$ cat src/rtl/fetch_pkg.sv
// Shared types and defaults for the instruction fetch sequencer.
package fetch_pkg;
  localparam int XLEN_DEF   = 32;
  localparam int PC_INC_DEF = 4;
  localparam logic [XLEN_DEF-1:0] RESET_PC_DEF = '0;

  typedef enum logic [1:0] {BOOT, RUN, FLUSH} fetch_state_e;

  typedef struct packed {
    logic [XLEN_DEF-1:0] instr;
    logic [XLEN_DEF-1:0] pc;
  } fetch_entry_t;
endpackage

$ cat src/rtl/fetch_queue.sv
// Small synchronous FIFO with flush; holds PCs or {instr, pc} fetch entries.
module fetch_queue #(
  parameter int W     = 64,
  parameter int DEPTH = 2
) (
  input  logic                   clk,
  input  logic                   rst_n,
  input  logic                   push,
  input  logic                   pop,
  input  logic                   flush,
  input  logic [W-1:0]           din,
  output logic [W-1:0]           dout,
  output logic [$clog2(DEPTH):0] count,
  output logic                   empty,
  output logic                   full
);
  localparam int AW = $clog2(DEPTH);
  localparam int CW = AW + 1;
  localparam logic [CW-1:0] FULL_CNT = CW'(DEPTH);

  logic [W-1:0]  mem [DEPTH];
  logic [AW-1:0] wptr, rptr;
  logic          do_push, do_pop;

  assign empty   = (count == '0);
  assign full    = (count == FULL_CNT);
  assign do_pop  = pop & ~empty;
  assign do_push = push & (~full | do_pop);
  assign dout    = mem[rptr];

  // Storage is cleared on reset so the head reads as zero before any write.
  always_ff @(posedge clk or negedge rst_n) begin
    if (!rst_n) begin
      wptr  <= '0;
      rptr  <= '0;
      count <= '0;
      for (int i = 0; i < DEPTH; i++) mem[i] <= '0;
    end else if (flush) begin
      wptr  <= '0;
      rptr  <= '0;
      count <= '0;
    end else begin
      if (do_push) begin
        mem[wptr] <= din;
        wptr      <= wptr + AW'(1);
      end
      if (do_pop) rptr <= rptr + AW'(1);
      count <= count + CW'(do_push) - CW'(do_pop);
    end
  end
endmodule

$ cat src/rtl/fetch_ctrl.sv
// Fetch sequencer: issues word fetches, tracks in-flight responses, queues them for decode.
// Optional FETCH_MISALIGN_CHK_EN: flag misaligned redirects and force them word aligned.
module fetch_ctrl import fetch_pkg::*; #(
  parameter int              XLEN     = XLEN_DEF,
  parameter int              PC_INC   = PC_INC_DEF,
  parameter logic [XLEN-1:0] RESET_PC = RESET_PC_DEF,
  parameter int              DEPTH    = 2
) (
  input  logic            clk_i,
  input  logic            resetn_i,
  output logic            mem_req_o,
  output logic [XLEN-1:0] mem_addr_o,
  input  logic            mem_gnt_i,
  input  logic            mem_rvalid_i,
  input  logic [XLEN-1:0] mem_rdata_i,
  input  logic            redirect_valid_i,
  input  logic [XLEN-1:0] redirect_addr_i,
  output logic            instr_valid_o,
  input  logic            instr_ready_i,
  output logic [XLEN-1:0] instr_o,
  output logic [XLEN-1:0] pc_o,
  output logic            fetch_err_o
);
  localparam int CW = $clog2(DEPTH) + 1;
  localparam logic [CW-1:0] DEPTH_C = CW'(DEPTH);
  localparam logic [1:0] S_BOOT  = 2'(BOOT);
  localparam logic [1:0] S_RUN   = 2'(RUN);
  localparam logic [1:0] S_FLUSH = 2'(FLUSH);

  logic [1:0]      state;
  logic [XLEN-1:0] fetch_pc, tgt, pcq_head;
  logic [CW-1:0]   outstanding, iq_count, drop_cnt, out_next, drop_next;
  logic [CW:0]     in_use;
  logic            gnt, redir, dropping, iq_push, iq_pop, iq_empty;
  logic            pcq_empty, pcq_full, iq_full;
  fetch_entry_t    iq_din, iq_dout;

  // In-flight plus queued never exceeds DEPTH, so every response has a slot.
  assign in_use     = {1'b0, outstanding} + {1'b0, iq_count};
  assign mem_req_o  = (state == S_RUN || (state == S_FLUSH && drop_cnt != DEPTH_C)) &&
                      (in_use < {1'b0, DEPTH_C});
  assign mem_addr_o = fetch_pc;
  assign gnt        = mem_req_o & mem_gnt_i;
  assign redir      = redirect_valid_i && (state != S_BOOT);
  assign out_next   = outstanding + CW'(gnt) - CW'(mem_rvalid_i);
  assign dropping   = mem_rvalid_i && (drop_cnt != '0);
  assign iq_push    = mem_rvalid_i && !dropping;
  assign iq_pop     = instr_valid_o & instr_ready_i;
  assign drop_next  = redir ? out_next : drop_cnt - CW'(dropping);

  assign iq_din.instr  = mem_rdata_i;
  assign iq_din.pc     = pcq_head;
  assign instr_valid_o = ~iq_empty;
  assign instr_o       = iq_dout.instr;
  assign pc_o          = iq_dout.pc;

`ifdef FETCH_MISALIGN_CHK_EN
  logic err_q;
  assign tgt         = {redirect_addr_i[XLEN-1:2], 2'b00};
  assign fetch_err_o = err_q;
  always_ff @(posedge clk_i or negedge resetn_i) begin
    if (!resetn_i)                                  err_q <= 1'b0;
    else if (redir && redirect_addr_i[1:0] != 2'b00) err_q <= 1'b1;
  end
`else
  assign tgt         = redirect_addr_i;
  assign fetch_err_o = 1'b0;
`endif

  always_ff @(posedge clk_i or negedge resetn_i) begin
    if (!resetn_i) begin
      state    <= S_BOOT;
      fetch_pc <= RESET_PC;
      drop_cnt <= '0;
    end else begin
      drop_cnt <= drop_next;
      if (redir)    fetch_pc <= tgt;
      else if (gnt) fetch_pc <= fetch_pc + XLEN'(PC_INC);
      if (state == S_BOOT)                       state <= S_RUN;
      else if (redir)                            state <= (out_next != '0) ? S_FLUSH : S_RUN;
      else if (state == S_FLUSH && drop_next == '0) state <= S_RUN;
    end
  end

  // PC queue depth equals the number of requests awaiting a response.
  fetch_queue #(.W(XLEN), .DEPTH(DEPTH)) u_pcq (
    .clk(clk_i), .rst_n(resetn_i),
    .push(gnt), .pop(mem_rvalid_i), .flush(1'b0),
    .din(fetch_pc), .dout(pcq_head), .count(outstanding),
    .empty(pcq_empty), .full(pcq_full)
  );

  fetch_queue #(.W($bits(fetch_entry_t)), .DEPTH(DEPTH)) u_iq (
    .clk(clk_i), .rst_n(resetn_i),
    .push(iq_push), .pop(iq_pop), .flush(redir),
    .din(iq_din), .dout(iq_dout), .count(iq_count),
    .empty(iq_empty), .full(iq_full)
  );

  a_rvalid_outstanding: assert property (@(posedge clk_i) disable iff (!resetn_i)
    mem_rvalid_i |-> !pcq_empty);
  a_pcq_no_overflow: assert property (@(posedge clk_i) disable iff (!resetn_i)
    gnt |-> !pcq_full);
  a_iq_no_overflow: assert property (@(posedge clk_i) disable iff (!resetn_i)
    (iq_push && !redir) |-> (!iq_full || iq_pop));
endmodule

$ cat config.mk
export PLATFORM = sky130hd
export DESIGN_NAME = fetch_ctrl
export DESIGN_NICKNAME = d
export VERILOG_FILES = /design/src/rtl/fetch_pkg.sv /design/src/rtl/fetch_queue.sv /design/src/rtl/fetch_ctrl.sv
export SDC_FILE = /design/constraint.sdc
export NUM_CORES = 1
export LEC_CHECK = 0
export ABC_AREA = 1
export BUFFER_PORTS_ARGS = -buffer_cell sky130_fd_sc_hd__buf_4
export CORE_MARGIN = 8
export CORE_UTILIZATION = 28
export DETAILED_ROUTE_END_ITERATION = 6
export GPL_ROUTABILITY_DRIVEN = 0
export GPL_TIMING_DRIVEN = 0
export SYNTH_ARGS = -nofsm -noshare
export SYNTH_HDL_FRONTEND = slang
export SYNTH_SLANG_ARGS = --single-unit
$ cat constraint.sdc
create_clock -name clk_i -period 4.5 [get_ports clk_i]
set_clock_uncertainty 0.15 [all_clocks]
set_input_delay 0.675 -clock clk_i [delete_from_list [all_inputs] [get_ports clk_i]]
set_output_delay 0.675 -clock clk_i [all_outputs]
set_load 0.02 [all_outputs]
==> results of run 1 <==
[state kept, by name (all words and copies together) (netlist names)]
register and count:
u_iq.wptr 1, u_iq.rptr 1, u_pcq.mem 64, mem_addr_o 32, u_iq.mem 128, state 2
drop_cnt 2, u_iq.count 2, u_pcq.rptr 1, u_pcq.wptr 1, u_pcq.count 2
[cell usage after synthesis]
cell type and instances:
inv_1 71, nor3_1 1, xnor2_1 2, ha_1 8, fa_1 1, o211ai_1 1
nor2_2 2, nand3_1 167, a31oi_1 2, nand4_1 1, or2_2 1, buf_6 1
conb_1 1, dfrtp_1 236, nor2_1 87, nand3_4 1, nor3_4 1, buf_1 3
clkbuf_1 40, nor2_4 1, inv_2 3, a21oi_1 19, buf_4 1, o21ai_0 37
nand2_1 804, o21ai_1 58, and2_1 3, buf_2 43, xor2_1 4, nand2_2 3
[final cells by class]
cell class | count | share of cell area (%)
sequential | 236 | 40.6
clock buffer | 42 | 5.59
tap | 532 | 4.58
timing repair buffer | 170 | 9.13
clock inverter | 6 | 0.620
multi-input combinational | 1205 | 34.8
buffer | 88 | 2.72
inverter | 74 | 1.91
[kinds of logic after synthesis]
family / after synthesis / share of synthesized area [%]
and+or+nand+nor: 1072 / 36.9
adders and majority gates: 9 / 1.03
DFF: 236 / 50.7
xor gates and xnor gates: 6 / 0.452
other: 1 / 0.0322
AOI/OAI and AO/OA: 117 / 5.07
buffers and inverters: 162 / 5.78
[per-stage QoR]
stage | hold slack (ns) | instance area (sq um) | instances | worst slack, ns | utilization (%)
floorplan | 0.229 | 11600 | 1603 | 1.95 | -
global placement | 0.303 | 13600 | 2302 | 0.686 | 33.1
detailed placement | 0.308 | 13600 | 2304 | 1.49 | 33.3
CTS | 0.167 | 14500 | 2353 | 1.24 | 35.5
global route | 0.177 | 14500 | 2353 | 1.10 | 35.5
finish | 0.188 | 14500 | 2353 | 1.30 | 35.5
[worst min path at each step]
| stage | to | cells past startpoint | slack (ns) | startpoint |
|---|---|---|---|---|
| floorplan | drop_cnt[0]$_DFF_PN0_ | 0 | 0.23 | resetn_i |
| detailed placement | u_iq.mem[58]$_DFFE_PN0P_ | 2 | 0.31 | u_iq.mem[58]$_DFFE_PN0P_ |
| finish | mem_addr_o[1]$_DFFE_PN0P_ | 3 | 0.19 | redirect_addr_i[1] |
| global route | mem_addr_o[1]$_DFFE_PN0P_ | 3 | 0.18 | redirect_addr_i[1] |
| global placement | u_iq.mem[122]$_DFFE_PN0P_ | 2 | 0.30 | u_iq.mem[122]$_DFFE_PN0P_ |
| CTS | mem_addr_o[1]$_DFFE_PN0P_ | 3 | 0.17 | redirect_addr_i[1] |
[per-layer routing]
| layer | wire length [microns] | vias up |
|---|---|---|
| met5 | 0 | - |
| met4 | 573 | 0 |
| met3 | 2710 | 40 |
| met2 | 17300 | 350 |
| met1 | 17100 | 5171 |
| li1 | - | 5415 |
[power groups by stage]
stage,clock network [mW],registers [mW],logic (mW)
after floorplan,0,3.68,2.98
after global placement,0,3.66,4.98
after detailed placement,0,3.68,5.08
after CTS,2.29,3.65,5.10
after global routing,2.37,3.78,5.65
final,2.23,3.66,5.02
[worst max-delay path: cells and delay by family, from the launching register on]
kind	cells	cell delay (ns)
simple gates	2	0.24
buf+inv	4	1.29
flops	1	0.32
==> results.json, run 1 <==
{
  "io-pin-count": 169,
  "multi_input_area_sq_um": 5060,
  "reg2reg_to": "state[0]$_DFFE_PN0P_",
  "crit_top_cell": "clkbuf_1",
  "rr_startpoint": "u_pcq.count[0]$_DFF_PN0_",
  "slowest_delay_ns": 0.47,
  "max-vdd-ir-drop_mv": 0.316,
  "yosys.area.top_type_share_pct": 50.7,
  "rows": 74,
  "use_met1_pct": 21.3,
  "cp.arrival_ns": 2.37,
  "finalSetupTns_ns": 0,
  "cts_made_buffers": 27,
  "fill_cells": 4372,
  "synth_nets": 1682,
  "p_clk_share_pct": 20.4,
  "max_slew_margin_pct": 60.0,
  "fin_crit_ns": 3.20,
  "grt_use_met3_pct": 2.96,
  "final_cell_mix": "804 x nand2_1, 236 x dfrtp_1, 167 x nand3_1, 167 x buf_4, 87 x nor2_1",
  "seqPwrFrac_pct": 33.6,
  "post_cts_resized": 0,
  "grt.busiest_layer": "met2",
  "synth_area_sq_um": 11600,
  "cts_max_level": 1,
  "die_w_microns": 220,
  "synthDistinctLibCells": 30,
  "synthTopCellsByArea": "dfrtp_1 51%, nand2_1 26%, nand3_1 7.2%",
  "layout-drive-gt1-share_pct": 14.7,
  "cts.sinks": 236,
  "ys_ff_latch": 236,
  "final_common_cell": "nand2_1",
  "yosys.area.top_type": "dfrtp_1",
  "syn_inst": 1603,
  "endpoint_kind": "output pin",
  "grt_overflow": 0,
  "cts-root-buf": "clkbuf_16",
  "first_iter_violations": 1028,
  "grt_use_met2_pct": 24.7,
  "grt_pass1_vias": 10750,
  "final_nets": 1881,
  "r2r_cells": 17,
  "maxSlewViolCount": 0,
  "wirelength_microns": 37700,
  "start_util_pct": 28.4,
  "status": "finished clean",
  "crit_slowest_cell": "clkbuf_1",
  "cts_setup_buffers": 0,
  "power_mw": 10.9,
  "seqCellArea_sq_um": 5910,
  "antennaDiodeCount": 0,
  "drv_cap": 0,
  "ys_seq_area_share_pct": 50.7,
  "drt-pass1-iter-count": 7,
  "grt_max_degree": 113,
  "via_per_inst": 4.66,
  "syn_area_per_cell_sq_um": 7.26,
  "setup_viol": 0,
  "vias": 10976,
  "worst-slew-pin-transition_ns": 0.600,
  "cellLeakagePower_nw": 7.82,
  "power.density_nw_per_um2": 752,
  "yosys_warnings": 0,
  "p_comb_share_pct": 46.0,
  "power_switching_mw": 4.87,
  "crit_path_start": "u_iq.rptr$_DFFE_PN0P_",
  "track_usage_pct": 15.4,
  "internal_power_mw": 6.05,
  "area_delta_synth_final_pct": 24.9,
  "drc_errors": 0,
  "antenna_found_initial": 0,
  "rsz0062_at_grt": "false",
  "clkTransAtPathRegs_ns": 0.06,
  "post_drt_wl_per_cell_microns": 16.0,
  "hold_viol": 0,
  "cp-start-kind": "flip-flop",
  "hold_class": "input port to flip-flop",
  "cp_cell_sequence": "clkbuf_1 > clkbuf_1 > clkbuf_1 > nand2_1 > nand2_1 > buf_4",
  "dieArea_sq_um": 48300,
  "crit_end": "instr_o[0]",
  "p_sw_share_pct": 44.6,
  "critical_path.max_fanout": 10,
  "clock_latency_ns": 0.54,
  "clock.fmax_mhz": 313,
  "clockBufferDepth": 3,
  "core_sq_um": 40900,
  "cts_tree": "yes",
  "fin_crit_sh_pct": 71.1,
  "post-dp-hpwl_microns": 27800,
  "critPathRequiredTime_ns": 3.67,
  "grt_pass1_wl_microns": 59500,
  "crit_type": "flip-flop to output pin",
  "rrSetupSlack_ns": 1.52,
  "portBuffers": 167,
  "ant_nets": 0,
  "ctsHoldBuffers": 1,
  "die_h_microns": 220
}
Power figures use the tool's default switching activity.
==> inputs of run 2 (changes only) <==
clock period = 3.3 ns   (was 4.5 ns; I/O delays follow)
==> results.json, run 2 (synthesis results as in run 1) <==
{
  "layout-drive-gt1-share_pct": 14.6,
  "clkTransAtPathRegs_ns": 0.06,
  "critPathRequiredTime_ns": 2.65,
  "r2r_cells": 17,
  "setup_viol": 0,
  "hold_viol": 0,
  "clockBufferDepth": 3,
  "antennaDiodeCount": 0,
  "endpoint_kind": "output pin",
  "final_common_cell": "nand2_1",
  "vias": 10953,
  "power_switching_mw": 6.63,
  "final_cell_area_sq_um": 14600,
  "die_w_microns": 220,
  "antenna_found_initial": 0,
  "wirelength_microns": 37700,
  "min-delay-start": "mem_rdata_i[8]",
  "ant_nets": 0,
  "p_sw_share_pct": 44.6,
  "status": "finished clean",
  "cellLeakagePower_nw": 7.83,
  "placed_area_sq_um": 13600,
  "fin_crit_sh_pct": 91.2,
  "fin_crit_ns": 3.01,
  "grt_max_degree": 113,
  "cts_made_buffers": 27,
  "clock.fmax_mhz": 332,
  "largest_register_ffs": 128,
  "largest-register": "u_iq.mem",
  "hold_class": "input port to flip-flop",
  "rows": 74,
  "worst-slew-pin-transition_ns": 0.612,
  "crit_type": "flip-flop to output pin",
  "track_usage_pct": 15.4,
  "cts_max_level": 1,
  "cts-root-buf": "clkbuf_16",
  "drc_errors": 0,
  "grt_pass1_wl_microns": 59600,
  "post_drt_wl_per_cell_microns": 16.0,
  "drt-pass1-iter-count": 5,
  "clock_latency_ns": 0.54,
  "max_slew_margin_pct": 59.2,
  "max-vdd-ir-drop_mv": 0.428,
  "first_iter_violations": 919,
  "cts.sinks": 236,
  "dieArea_sq_um": 48300,
  "power.density_nw_per_um2": 1020,
  "whs_ns": 0.0487,
  "rr_startpoint": "u_pcq.count[0]$_DFF_PN0_",
  "grt_pass1_vias": 10762,
  "via_per_inst": 4.65,
  "seqPwrFrac_pct": 33.5,
  "rsz0062_at_grt": "false",
  "post_cts_resized": 0,
  "cp-start-kind": "flip-flop",
  "portBuffers": 167,
  "post-dp-hpwl_microns": 27800,
  "final_nets": 1883,
  "drv_cap": 0,
  "start_util_pct": 28.4,
  "cts_tree": "yes",
  "p_clk_share_pct": 20.4,
  "final_cell_mix": "804 x nand2_1, 236 x dfrtp_1, 167 x nand3_1, 167 x buf_4, 87 x nor2_1",
  "core_sq_um": 40900,
  "rrSetupSlack_ns": 0.31,
  "io-pin-count": 169,
  "critical_path.max_fanout": 10,
  "cp.arrival_ns": 2.36,
  "crit_path_start": "u_iq.rptr$_DFFE_PN0P_",
  "p_comb_share_pct": 46.0,
  "die_h_microns": 220,
  "maxSlewViolCount": 0,
  "grt_overflow": 0,
  "utilization_pct": 35.6,
  "internal_power_mw": 8.25,
  "area_delta_synth_final_pct": 25.0,
  "hold_depth": 3
}
-- run 2: cell types whose count changed in the layout (fill, tap and decap cells not counted) --
cell / delta
dlygate4sd3_1: +2
-- run 2: final cells by class --
cell class / instances / area [sq um]
Clock buffer: 42 / 812
Inverter: 74 / 278
Fill cell: 4373 / 26400
Sequential cell: 236 / 5910
Multi-Input combinational cell: 1205 / 5060
Timing Repair Buffer: 172 / 1350
Clock inverter: 6 / 90.1
Buffer: 88 / 395
Tap cell: 532 / 666
-- run 2: critical path, stage by stage (launching register included) --
cell      delay, ns
dfrtp_1        0.32
clkbuf_1       0.20
clkbuf_1       0.45
clkbuf_1       0.46
nand2_1        0.09
nand2_1        0.14
buf_4          0.16
-- run 2: power by group through the flow --
stage               registers, mW  logic (mW)  clock network (mW)
floorplan                    5.02        4.07                   0
global placement             4.99        6.79                   0
detailed placement           5.02        6.93                   0
CTS                          4.98        6.95                3.12
global route                 5.16        7.71                3.24
finish                       4.99        6.85                3.04
-- run 2: stage by stage --
stage          power, mW  worst slack [ns]  cells  setup TNS, ns
6_report            14.9             0.291   2355              0
5_1_grt             16.1            0.0200   2355              0
4_1_cts             15.1             0.225   2355              0
3_5_place_dp        11.9             0.294   2304              0
3_3_place_gp        11.8            -0.334   2302         -70.69
2_1_floorplan       9.09             0.754   1603              0
-- run 2: routing by layer --
metal | global-route usage [%] | wire length (microns) | vias to the layer above
met3 | 2.96 | 2700 | 42
met4 | 3.16 | 578 | 0
met1 | 21.3 | 17200 | 5155
li1 | - | - | 5420
met2 | 24.8 | 17200 | 336
met5 | 0 | 0 | -
-- run 2: timing repair --
action	in CTS	in global routing
buffers inserted	0	0
hold buffers	3	0
hold endpoints to repair	44	0
-- run 2: final timing paths --
check	to
min reg2reg	u_iq.mem[64]$_DFFE_PN0P_
max reg2reg	state[0]$_DFFE_PN0P_
min in group asynchronous	u_iq.mem[57]$_DFFE_PN0P_
min	u_iq.mem[40]$_DFFE_PN0P_
max in group asynchronous	mem_addr_o[28]$_DFFE_PN0P_
max	pc_o[18]
==> inputs of run 3 (changes only) <==
CORE_MARGIN = not set   (was 8)
==> results.json, run 3 (synthesis results as in run 1) <==
{
  "power_mw": 15.0,
  "grt_pass1_vias": 10659,
  "dp_slack_ns": 0.292,
  "die_w_microns": 206,
  "post_drt_wl_per_cell_microns": 15.5,
  "crit_slowest_cell": "fa_1",
  "start_util_pct": 28.4,
  "worst-slew-pin-transition_ns": 0.618,
  "status": "finished clean",
  "cellLeakagePower_nw": 7.87,
  "track_usage_pct": 17.4,
  "grt_pass1_wl_microns": 58100,
  "grt_max_degree": 113,
  "cts_made_buffers": 28,
  "critical_path.max_fanout": 10,
  "dp.cells": 2304,
  "io-pin-count": 169,
  "antennaDiodeCount": 0,
  "clock.fmax_mhz": 332,
  "cts.sinks": 236,
  "grt_overflow": 0,
  "fin_crit_sh_pct": 91.4,
  "core_sq_um": 40900,
  "cp.arrival_ns": 3.29,
  "final_common_cell": "nand2_1",
  "slowest_delay_ns": 0.61,
  "cp_top_family": "adder cells",
  "rsz0062_at_grt": "false",
  "hold_class": "input port to flip-flop",
  "fin_crit_ns": 3.02,
  "largest-register": "u_iq.mem",
  "post_cts_resized": 0,
  "setup_viol": 0,
  "power.density_nw_per_um2": 1030,
  "cts_max_level": 1,
  "crit_type": "flip-flop to flip-flop",
  "die_h_microns": 206,
  "clockBufferDepth": 3,
  "worst_slack_ns": 0.284,
  "wirelength_microns": 36400,
  "area_delta_synth_final_pct": 25.6,
  "cp_cell_sequence": "fa_1 > nor3_4 > nand3_4 > clkbuf_1 > inv_1 > ha_1 > inv_1 > nand2_1 > nand3_1 > nand3_1 > nand3_1 > nand2_1 > nand2_1 > nand2_1",
  "cp-start-kind": "flip-flop",
  "critPathBufInv": 3,
  "endpoint_kind": "flip-flop",
  "first_iter_violations": 786,
  "placed_area_sq_um": 13600,
  "post-dp-hpwl_microns": 26400,
  "clkTransAtPathRegs_ns": 0.06,
  "critPathRequiredTime_ns": 3.57,
  "drt-pass1-iter-count": 5,
  "fin_cells": 2356,
  "crit_top_cell": "nand2_1",
  "clock_latency_ns": 0.54,
  "dieArea_sq_um": 42400,
  "largest_register_ffs": 128,
  "layout-drive-gt1-share_pct": 14.9,
  "utilization_pct": 35.7,
  "vias": 10901,
  "final_nets": 1883,
  "portBuffers": 167,
  "maxSlewViolCount": 0,
  "max-vdd-ir-drop_mv": 0.462,
  "cts-root-buf": "clkbuf_16",
  "max_slew_margin_pct": 58.5,
  "final_cell_area_sq_um": 14600,
  "drc_errors": 0,
  "ant_nets": 0,
  "hold_viol": 0,
  "cts_tree": "yes",
  "final_cell_mix": "804 x nand2_1, 236 x dfrtp_1, 167 x nand3_1, 167 x buf_4, 87 x nor2_1",
  "drv_cap": 0,
  "antenna_found_initial": 0,
  "via_per_inst": 4.63,
  "rows": 74
}
run 3: metal layers:
| metal | part of all wire, % | vias to the layer above | global-route usage, % |
|---|---|---|---|
| met5 | 0 | - | 0 |
| met4 | 1.7 | 0 | 3.34 |
| met3 | 5.4 | 38 | 1.89 |
| met2 | 46 | 338 | 28.4 |
| met1 | 47 | 5108 | 24.9 |
| li1 | - | 5417 | - |
run 3: layout make-up:
type | instances | area [sq um]
Fill cell | 4388 | 26300
Timing Repair Buffer | 171 | 1340
Inverter | 74 | 278
Multi-Input combinational cell | 1205 | 5060
Clock inverter | 9 | 135
Tap cell | 532 | 666
Sequential cell | 236 | 5910
Buffer | 88 | 395
Clock buffer | 41 | 840
run 3: stage by stage:
stage                     hold WS [ns]  TNS (ns)
after floorplan                 0.0494         0
after global placement           0.303    -75.59
after detailed placement         0.260         0
after CTS                       0.0161         0
after global routing            0.0268         0
final                           0.0343         0
run 3: where the power goes:
| group | switching [mW] | internal [mW] | total [mW] | leakage (nW) |
|---|---|---|---|---|
| combinational | 4.52 | 2.27 | 6.79 | 4.34 |
| sequential | 0.867 | 4.13 | 5.00 | 3.04 |
| clock | 1.24 | 1.99 | 3.23 | 0.484 |
| total | 6.62 | 8.40 | 15.0 | 7.87 |
run 3: path summary, 6_finish.rpt:
check / startpoint / endpoint / slack, ns / cells past startpoint
setup / recovery: u_pcq.count[1]$_DFF_PN0_ / state[0]$_DFFE_PN0P_ / 0.28 / 14
hold / removal: redirect_addr_i[1] / mem_addr_o[1]$_DFFE_PN0P_ / 0.03 / 3
setup reg to reg: u_pcq.count[1]$_DFF_PN0_ / state[0]$_DFFE_PN0P_ / 0.28 / 14
hold reg to reg: u_iq.mem[77]$_DFFE_PN0P_ / u_iq.mem[77]$_DFFE_PN0P_ / 0.32 / 2
max in group asynchronous: resetn_i / u_pcq.mem[59]$_DFFE_PN0P_ / 1.84 / 3
min in group asynchronous: resetn_i / u_iq.mem[56]$_DFFE_PN0P_ / 0.28 / 2
run 3: tightest hold or removal path: stages:
cell and delay [ns]:
buf_4 0.08, nand2_1 0.04, o21ai_0 0.06
run 3: timing repair:
| action | in CTS | in global routing |
|---|---|---|
| endpoints found under the setup margin | 0 | 0 |
| hold buffers | 2 | 0 |
| endpoints found under the hold margin | 41 | 0 |
| setup buffers | 0 | 0 |
